File: src/rtl/gbc_cartridge_bus_arbiter.sv
`default_nettype none
// ============================================================================
// Module      : gbc_cartridge_bus_arbiter
// Description : Shares one cartridge backing-store Wishbone (pipelined) target
//               between the mapper's ROM initiator and cartridge-RAM
//               initiator. Grants ownership, tracks accepted-but-unacked
//               requests, routes ACK/data to the owner only, and maps RAM
//               addresses into a base window of the target address space.
// Ports       : CLK, RST (async, active-low)
//               ROM_* : ROM initiator   (CYC/STB/WE/ADDR/DAT_I in, DAT_O/ACK/STALL out)
//               RAM_* : RAM initiator   (same set, ADDR is RAM_AW wide)
//               T_*   : shared target   (CYC/STB/WE/ADDR/DAT_O out, DAT_I/ACK/STALL in)
//               GRANT : 01 ROM owns, 10 RAM owns, 00 idle
//               PROTO_ERR : sticky, target ACK seen with nothing outstanding
// Revision    : 1.0 - initial release
// ============================================================================
module gbc_cartridge_bus_arbiter #(
    parameter int              ROM_AW         = 23,
    parameter int              RAM_AW         = 17,
    parameter int              DW             = 8,
    parameter int              TAW            = 24,
    parameter logic [TAW-1:0]  RAM_BASE       = 24'h800000,
    parameter int              MAX_OUT        = 4,
    parameter int              FIXED_PRIORITY = 0
) (
    input  logic              CLK,
    input  logic              RST,
    input  logic              ROM_CYC,
    input  logic              ROM_STB,
    input  logic              ROM_WE,
    input  logic [ROM_AW-1:0] ROM_ADDR,
    input  logic [DW-1:0]     ROM_DAT_I,
    output logic [DW-1:0]     ROM_DAT_O,
    output logic              ROM_ACK,
    output logic              ROM_STALL,
    input  logic              RAM_CYC,
    input  logic              RAM_STB,
    input  logic              RAM_WE,
    input  logic [RAM_AW-1:0] RAM_ADDR,
    input  logic [DW-1:0]     RAM_DAT_I,
    output logic [DW-1:0]     RAM_DAT_O,
    output logic              RAM_ACK,
    output logic              RAM_STALL,
    output logic              T_CYC,
    output logic              T_STB,
    output logic              T_WE,
    output logic [TAW-1:0]    T_ADDR,
    output logic [DW-1:0]     T_DAT_O,
    input  logic [DW-1:0]     T_DAT_I,
    input  logic              T_ACK,
    input  logic              T_STALL,
    output logic [1:0]        GRANT,
    output logic              PROTO_ERR
);

    typedef enum logic [1:0] {
        IDLE    = 2'd0,
        OWN_ROM = 2'd1,
        OWN_RAM = 2'd2
    } state_t;

    localparam logic       LAST_ROM  = 1'b0;
    localparam logic       LAST_RAM  = 1'b1;
    localparam logic [3:0] MAX_OUT_C = 4'(MAX_OUT);

    state_t      state_q, state_d;
    logic [3:0]  outstanding_q, outstanding_d;
    logic        last_q, last_d;
    logic        proto_err_q, proto_err_d;

    logic        rom_req, ram_req;
    logic        own_rom, owned;
    logic        sel_cyc, sel_stb, sel_we, other_req;
    logic [TAW-1:0] sel_addr;
    logic [DW-1:0]  sel_dat;
    logic        full, t_stb_w, accept, ack_ok;

    assign rom_req   = ROM_CYC & ROM_STB;
    assign ram_req   = RAM_CYC & RAM_STB;
    assign own_rom   = (state_q == OWN_ROM);
    assign owned     = (state_q == OWN_ROM) || (state_q == OWN_RAM);

    // Owner-side view of the request; only meaningful while owned.
    assign sel_cyc   = own_rom ? ROM_CYC   : RAM_CYC;
    assign sel_stb   = own_rom ? ROM_STB   : RAM_STB;
    assign sel_we    = own_rom ? ROM_WE    : RAM_WE;
    assign sel_dat   = own_rom ? ROM_DAT_I : RAM_DAT_I;
    assign sel_addr  = own_rom ? TAW'(ROM_ADDR) : (RAM_BASE + TAW'(RAM_ADDR));
    assign other_req = own_rom ? ram_req   : rom_req;

    assign full      = (outstanding_q == MAX_OUT_C);
    assign t_stb_w   = owned & sel_stb & ~full;
    assign accept    = t_stb_w & ~T_STALL;
    // An ACK with nothing outstanding is a protocol violation, never forwarded.
    assign ack_ok    = owned & T_ACK & (outstanding_q != 4'd0);

    always_ff @(posedge CLK or negedge RST) begin
        if (!RST) begin
            state_q       <= IDLE;
            outstanding_q <= 4'd0;
            last_q        <= LAST_RAM;
            proto_err_q   <= 1'b0;
        end else begin
            state_q       <= state_d;
            outstanding_q <= outstanding_d;
            last_q        <= last_d;
            proto_err_q   <= proto_err_d;
        end
    end

    always_comb begin
        state_d       = state_q;
        outstanding_d = outstanding_q;
        last_d        = last_q;
        proto_err_d   = proto_err_q;

        T_CYC     = 1'b0;
        T_STB     = 1'b0;
        T_WE      = 1'b0;
        T_ADDR    = '0;
        T_DAT_O   = '0;
        ROM_ACK   = 1'b0;
        ROM_STALL = 1'b1;
        ROM_DAT_O = '0;
        RAM_ACK   = 1'b0;
        RAM_STALL = 1'b1;
        RAM_DAT_O = '0;
        GRANT     = 2'b00;

        case (state_q)
            IDLE: begin
                // ACKs arriving here belong to an aborted owner: drop silently.
                outstanding_d = 4'd0;
                if (rom_req && ram_req) begin
                    state_d = ((FIXED_PRIORITY != 0) || (last_q == LAST_RAM)) ? OWN_ROM : OWN_RAM;
                end else if (rom_req) begin
                    state_d = OWN_ROM;
                end else if (ram_req) begin
                    state_d = OWN_RAM;
                end
            end

            OWN_ROM, OWN_RAM: begin
                T_CYC   = sel_cyc;
                T_STB   = t_stb_w;
                T_WE    = sel_we;
                T_ADDR  = sel_addr;
                T_DAT_O = sel_dat;
                if (own_rom) begin
                    GRANT     = 2'b01;
                    ROM_STALL = T_STALL | full;
                    ROM_ACK   = ack_ok;
                    ROM_DAT_O = T_DAT_I;
                end else begin
                    GRANT     = 2'b10;
                    RAM_STALL = T_STALL | full;
                    RAM_ACK   = ack_ok;
                    RAM_DAT_O = T_DAT_I;
                end

                if (accept && !ack_ok) begin
                    outstanding_d = outstanding_q + 4'd1;
                end else if (ack_ok && !accept) begin
                    outstanding_d = outstanding_q - 4'd1;
                end

                if (T_ACK && (outstanding_q == 4'd0)) begin
                    proto_err_d = 1'b1;
                end

                if (!sel_cyc) begin
                    // Abort: forget anything in flight.
                    state_d       = IDLE;
                    outstanding_d = 4'd0;
                    last_d        = own_rom ? LAST_ROM : LAST_RAM;
                end else if ((outstanding_q == 4'd0) && !sel_stb && other_req) begin
                    // Owner holds CYC but is quiet; hand the bus over.
                    state_d = IDLE;
                    last_d  = own_rom ? LAST_ROM : LAST_RAM;
                end
            end

            default: begin
                state_d = IDLE;
            end
        endcase
    end

    assign PROTO_ERR = proto_err_q;

endmodule
`default_nettype wire

File: config.mk
export PLATFORM = sky130hd
export DESIGN_NAME = gbc_cartridge_bus_arbiter
export DESIGN_NICKNAME = d
export VERILOG_FILES = /design/src/rtl/gbc_cartridge_bus_arbiter.sv
export SDC_FILE = /design/constraint.sdc
export NUM_CORES = 1
export LEC_CHECK = 0
export ABC_AREA = 0
export BUFFER_PORTS_ARGS = -buffer_cell sky130_fd_sc_hd__buf_2
export CAP_MARGIN = 20
export CORE_UTILIZATION = 30
export DETAILED_ROUTE_END_ITERATION = 6
export GPL_TIMING_DRIVEN = 0
export MAX_ROUTING_LAYER = met4
export PLACE_DENSITY = 0.7
export SLEW_MARGIN = 20
export SYNTH_ARGS = -nofsm -noshare
export SYNTH_HDL_FRONTEND = slang
export SYNTH_SLANG_ARGS = --single-unit
File: constraint.sdc
create_clock -name CLK -period 6.5 [get_ports CLK]
set_input_delay 0.325 -clock CLK [delete_from_list [all_inputs] [get_ports CLK]]
set_output_delay 0.325 -clock CLK [all_outputs]
set_load 0.02 [all_outputs]
==> results summary <==
The run finished with clean final reports. The total I/O pin count came out at 132. The number of synthesized register bits is 8. The total track usage came out at 0.1609. The final max-slew violation count is 0. The root buffer cell chosen for the clock tree is sky130_fd_sc_hd__clkbuf_8. The die covers 4554 µm². The share of the yosys chip area belonging to registers came out at 0.1566. The HPWL reported at the end of detailed placement is 3518 µm. The number of endpoints with negative hold slack in the final report was 0. At the pin with the least slew margin, the transition time is 0.5008 ns. The headroom to the max-slew limit is 0.6652. The fraction of final layout cells with drive strength greater than 1 came out at 0.4932. In this run the static leakage power is 1.101 nW. The path class of the tightest hold or removal check is in -> reg. The routed wire length per instance is 11.76 µm. The commonest cells after synthesis are sky130_fd_sc_hd__mux2i_1, sky130_fd_sc_hd__nor2b_1, sky130_fd_sc_hd__and2_1. The count of maximum capacitance violations came out at 0.

The number of buffer cells added on primary ports came out at 131. Counting flops with an async set or reset pin after synthesis yields a share of 1.000. The final global-route overflow total came out at 0. The post-place instance area came out at 2004 µm².

On the critical path, the stage with the largest delay is an instance of sky130_fd_sc_hd__nor4b_2. The largest stage delay on the critical path came out at 0.49 ns. The total number of vias is 1584.

The area growth from synthesis to layout is 60.12%. The number of synthesized flops with an enable pin came out at 0. The area of the mapped netlist came out at 1286 µm². The initial core utilization came out at 0.3170. The pin count of the biggest net entering global routing came out at 11. The number of buffers inserted during clock tree synthesis is 3. The critical path is of the reg -> reg type. The clock drives 8 sinks. Dividing the final minimum period by the clock period gives 0.4635. Walking the worst path, the cells encountered are inv_1 > ha_1 > nor4b_2 > nand2_1 > ha_1 > o21ai_0 > or4b_1 > mux2_2 > a21oi_1 > o22ai_1.

The starting DRC count in detailed routing is 55. Ranked by total cell area, the synthesized netlist is headed by sky130_fd_sc_hd__mux2i_1, sky130_fd_sc_hd__dfrtp_1, sky130_fd_sc_hd__nor2b_1. The worst endpoint data arrival time is 3.12 ns. The post-synthesis instance total came out at 160.

The first detailed-routing pass took 4 iterations. The share of synthesized area in the top cell type comes to 0.2257. The count of buffers added by post-CTS timing repair for setup is 0. The unique cell type count in the Yosys netlist is 36. The biggest fanout along the worst timing path came out at 8. The global-route wire length before repair is 5637 µm. Prior to clock tree synthesis, the placed netlist has a worst setup slack of 3.427 ns. Yosys printed 0 warnings. The final cell area excluding filler cells is 2059 µm². The end-of-flow core utilization came out at 0.5076.

The cell occurring most often along the worst timing path is sky130_fd_sc_hd__ha_1. In this design, the largest share of critical-path delay is due to simple AND/OR/NAND/NOR gates. The number of diodes is 0. In this run the remaining antenna-violating nets after routing total 0. The number of gates resized after CTS was 0.

At the end of routability-driven placement, the weighted congestion stood at 0.8100. Counting I/O delays and the setup requirement, the final critical path takes 3.013 ns. Dividing the detail-routed via count by the number of cells gives 4.578. The placeable core area came out at 4058 µm². In this run the mean area of a mapped cell was 8.039 µm². The power per standard cell area came out at 468.7 nW/µm². The final-report setup violation count came out at 0. The number of buffers and inverters on the critical path came out at 1. At the worst endpoint, the required time is 6.61 ns. The cell type with the largest total area after synthesis is sky130_fd_sc_hd__mux2i_1.

After floorplanning, the core was divided into 23 placement rows. The maximum level of the CTS H-tree is 1. The clock latency at the later pin of the worst-skew pair is 0.23 ns.

The startpoint kind of the worst setup timing path is a flop. The number of buffers between clock root and the deepest sink is 2. The number of global-route vias before repair came out at 1244. The wire length reported by the detailed router came out at 4070 µm. After clock tree synthesis, the clock-pin slew on the worst setup and hold paths is 0.04 ns.

On the final layout, the worst clock skew is 0.0006532 ns. The number of antenna violations at the first check in global routing came out at 0. The minimum setup slack in the final design came out at 3.487 ns.

The most common cell in the synthesized netlist is sky130_fd_sc_hd__mux2i_1. The maximum clock frequency came out at 0.3319 GHz. VDD sags by at most 0.0002241 V. In the final timing run, aggregate negative setup slack is 0 ns. Setup repair after global routing left no endpoint under its margin. The number of inserted filler cells in the final layout came out at 400. The synthesized net count came out at 240.

The number of nets in the finished design came out at 377. The die boundary height is 67.48 µm. STA classifies the critical path endpoint as a flop. TritonCTS built the clock tree. The floorplan step set the die width to 67.48 µm. The most instantiated flip-flop cell in the synthesis netlist is sky130_fd_sc_hd__dfrtp_1. The flop-to-flop setup slack is 3.49 ns. The residual DRC count is 0.
==> timing repair <==
action | 4_1_cts | 5_1_grt
setup endpoints to repair | 0 | 0
hold endpoints to repair | 7 | 0
hold buffers | 1 | 0
==> final cells by class <==
type	instances	area, µm²	share of cell area
flip-flops and latches	8	201.4	0.09781
clock buffers	4	45.04	0.02187
plain buffers	9	41.29	0.02005
multi-input cells	135	1013	0.4921
well taps	50	62.56	0.03038
inverters	8	30.03	0.01458
repair buffers	132	665.6	0.3232
==> kinds of logic after synthesis <==
group           Yosys count  share of synthesized area
simple gates             81                     0.3959
mux                      30                     0.2344
buf+inv                  17                    0.05545
xor+xnor                  1                   0.006811
fa+ha+maj                 6                    0.05836
flops                     8                     0.1566
compound gates           17                    0.09242
==> power breakdown <==
group          leakage [nW]  switching (mW)  total, mW  internal (mW)
Sequential            0.101          0.0159     0.0788         0.0629
Combinational         0.978           0.499      0.824          0.325
Clock                0.0228          0.0199     0.0625         0.0425
Total                  1.10           0.535      0.965          0.431
==> metal layers <==
| layer | wire, µm | GRT usage | up-vias | share of wire |
|---|---|---|---|---|
| met4 | 0 | 0.01596 | 0 | 0 |
| met1 | 1713 | 0.2000 | 702 | 0.42 |
| li1 | - | - | 820 | - |
| met3 | 272 | 0.01689 | 0 | 0.067 |
| met2 | 2084 | 0.2859 | 62 | 0.51 |
| met5 | 0 | - | - | 0 |
==> sequential cells by signal, indices dropped and copies added (netlist names) <==
| name | cells |
|---|---|
| PROTO_ERR | 1 |
| state_q | 2 |
| outstanding_q | 4 |
| last_q | 1 |
==> worst paths after layout <==
check / start / end / cells past startpoint
worst max-delay path: state_q[0] / outstanding_q[3] / 10
worst min-delay path: ROM_CYC / last_q / 4
worst max register to register: state_q[0] / outstanding_q[3] / 10
worst min register to register: PROTO_ERR / PROTO_ERR / 1
max in group asynchronous: RST / last_q / 2
min in group asynchronous: RST / outstanding_q[1] / 2
==> cell usage in the layout, fill, tap and decap left out, drive strengths merged, types with 2 or more instances in the layout <==
cell type and instances:
o21ai 3, buf 135, nor2 6, o22ai 3, mux2i 29, nor2b 28, and2 22, o21bai 2
nand2 12, a21oi 4, ha 6, nand3 2, inv 8, clkbuf 9, dfrtp 7, nor4b 2
==> worst min-delay path, stage by stage <==
cell	delay, ns
sky130_fd_sc_hd__buf_2	0.12
sky130_fd_sc_hd__nand2_1	0.05
sky130_fd_sc_hd__nand2_1	0.05
sky130_fd_sc_hd__o2bb2ai_1	0.11
==> metrics by stage <==
stage	hold slack, ns	std cells	power, mW
after floorplan	0.02941	160	0.6624
after global placement	0.1741	341	0.9070
after detailed placement	0.1720	341	0.9139
after CTS	0.4341	346	0.9775
after global routing	0.4767	346	1.057
final	0.4349	346	0.9654
Power figures use the tool's default switching activity.
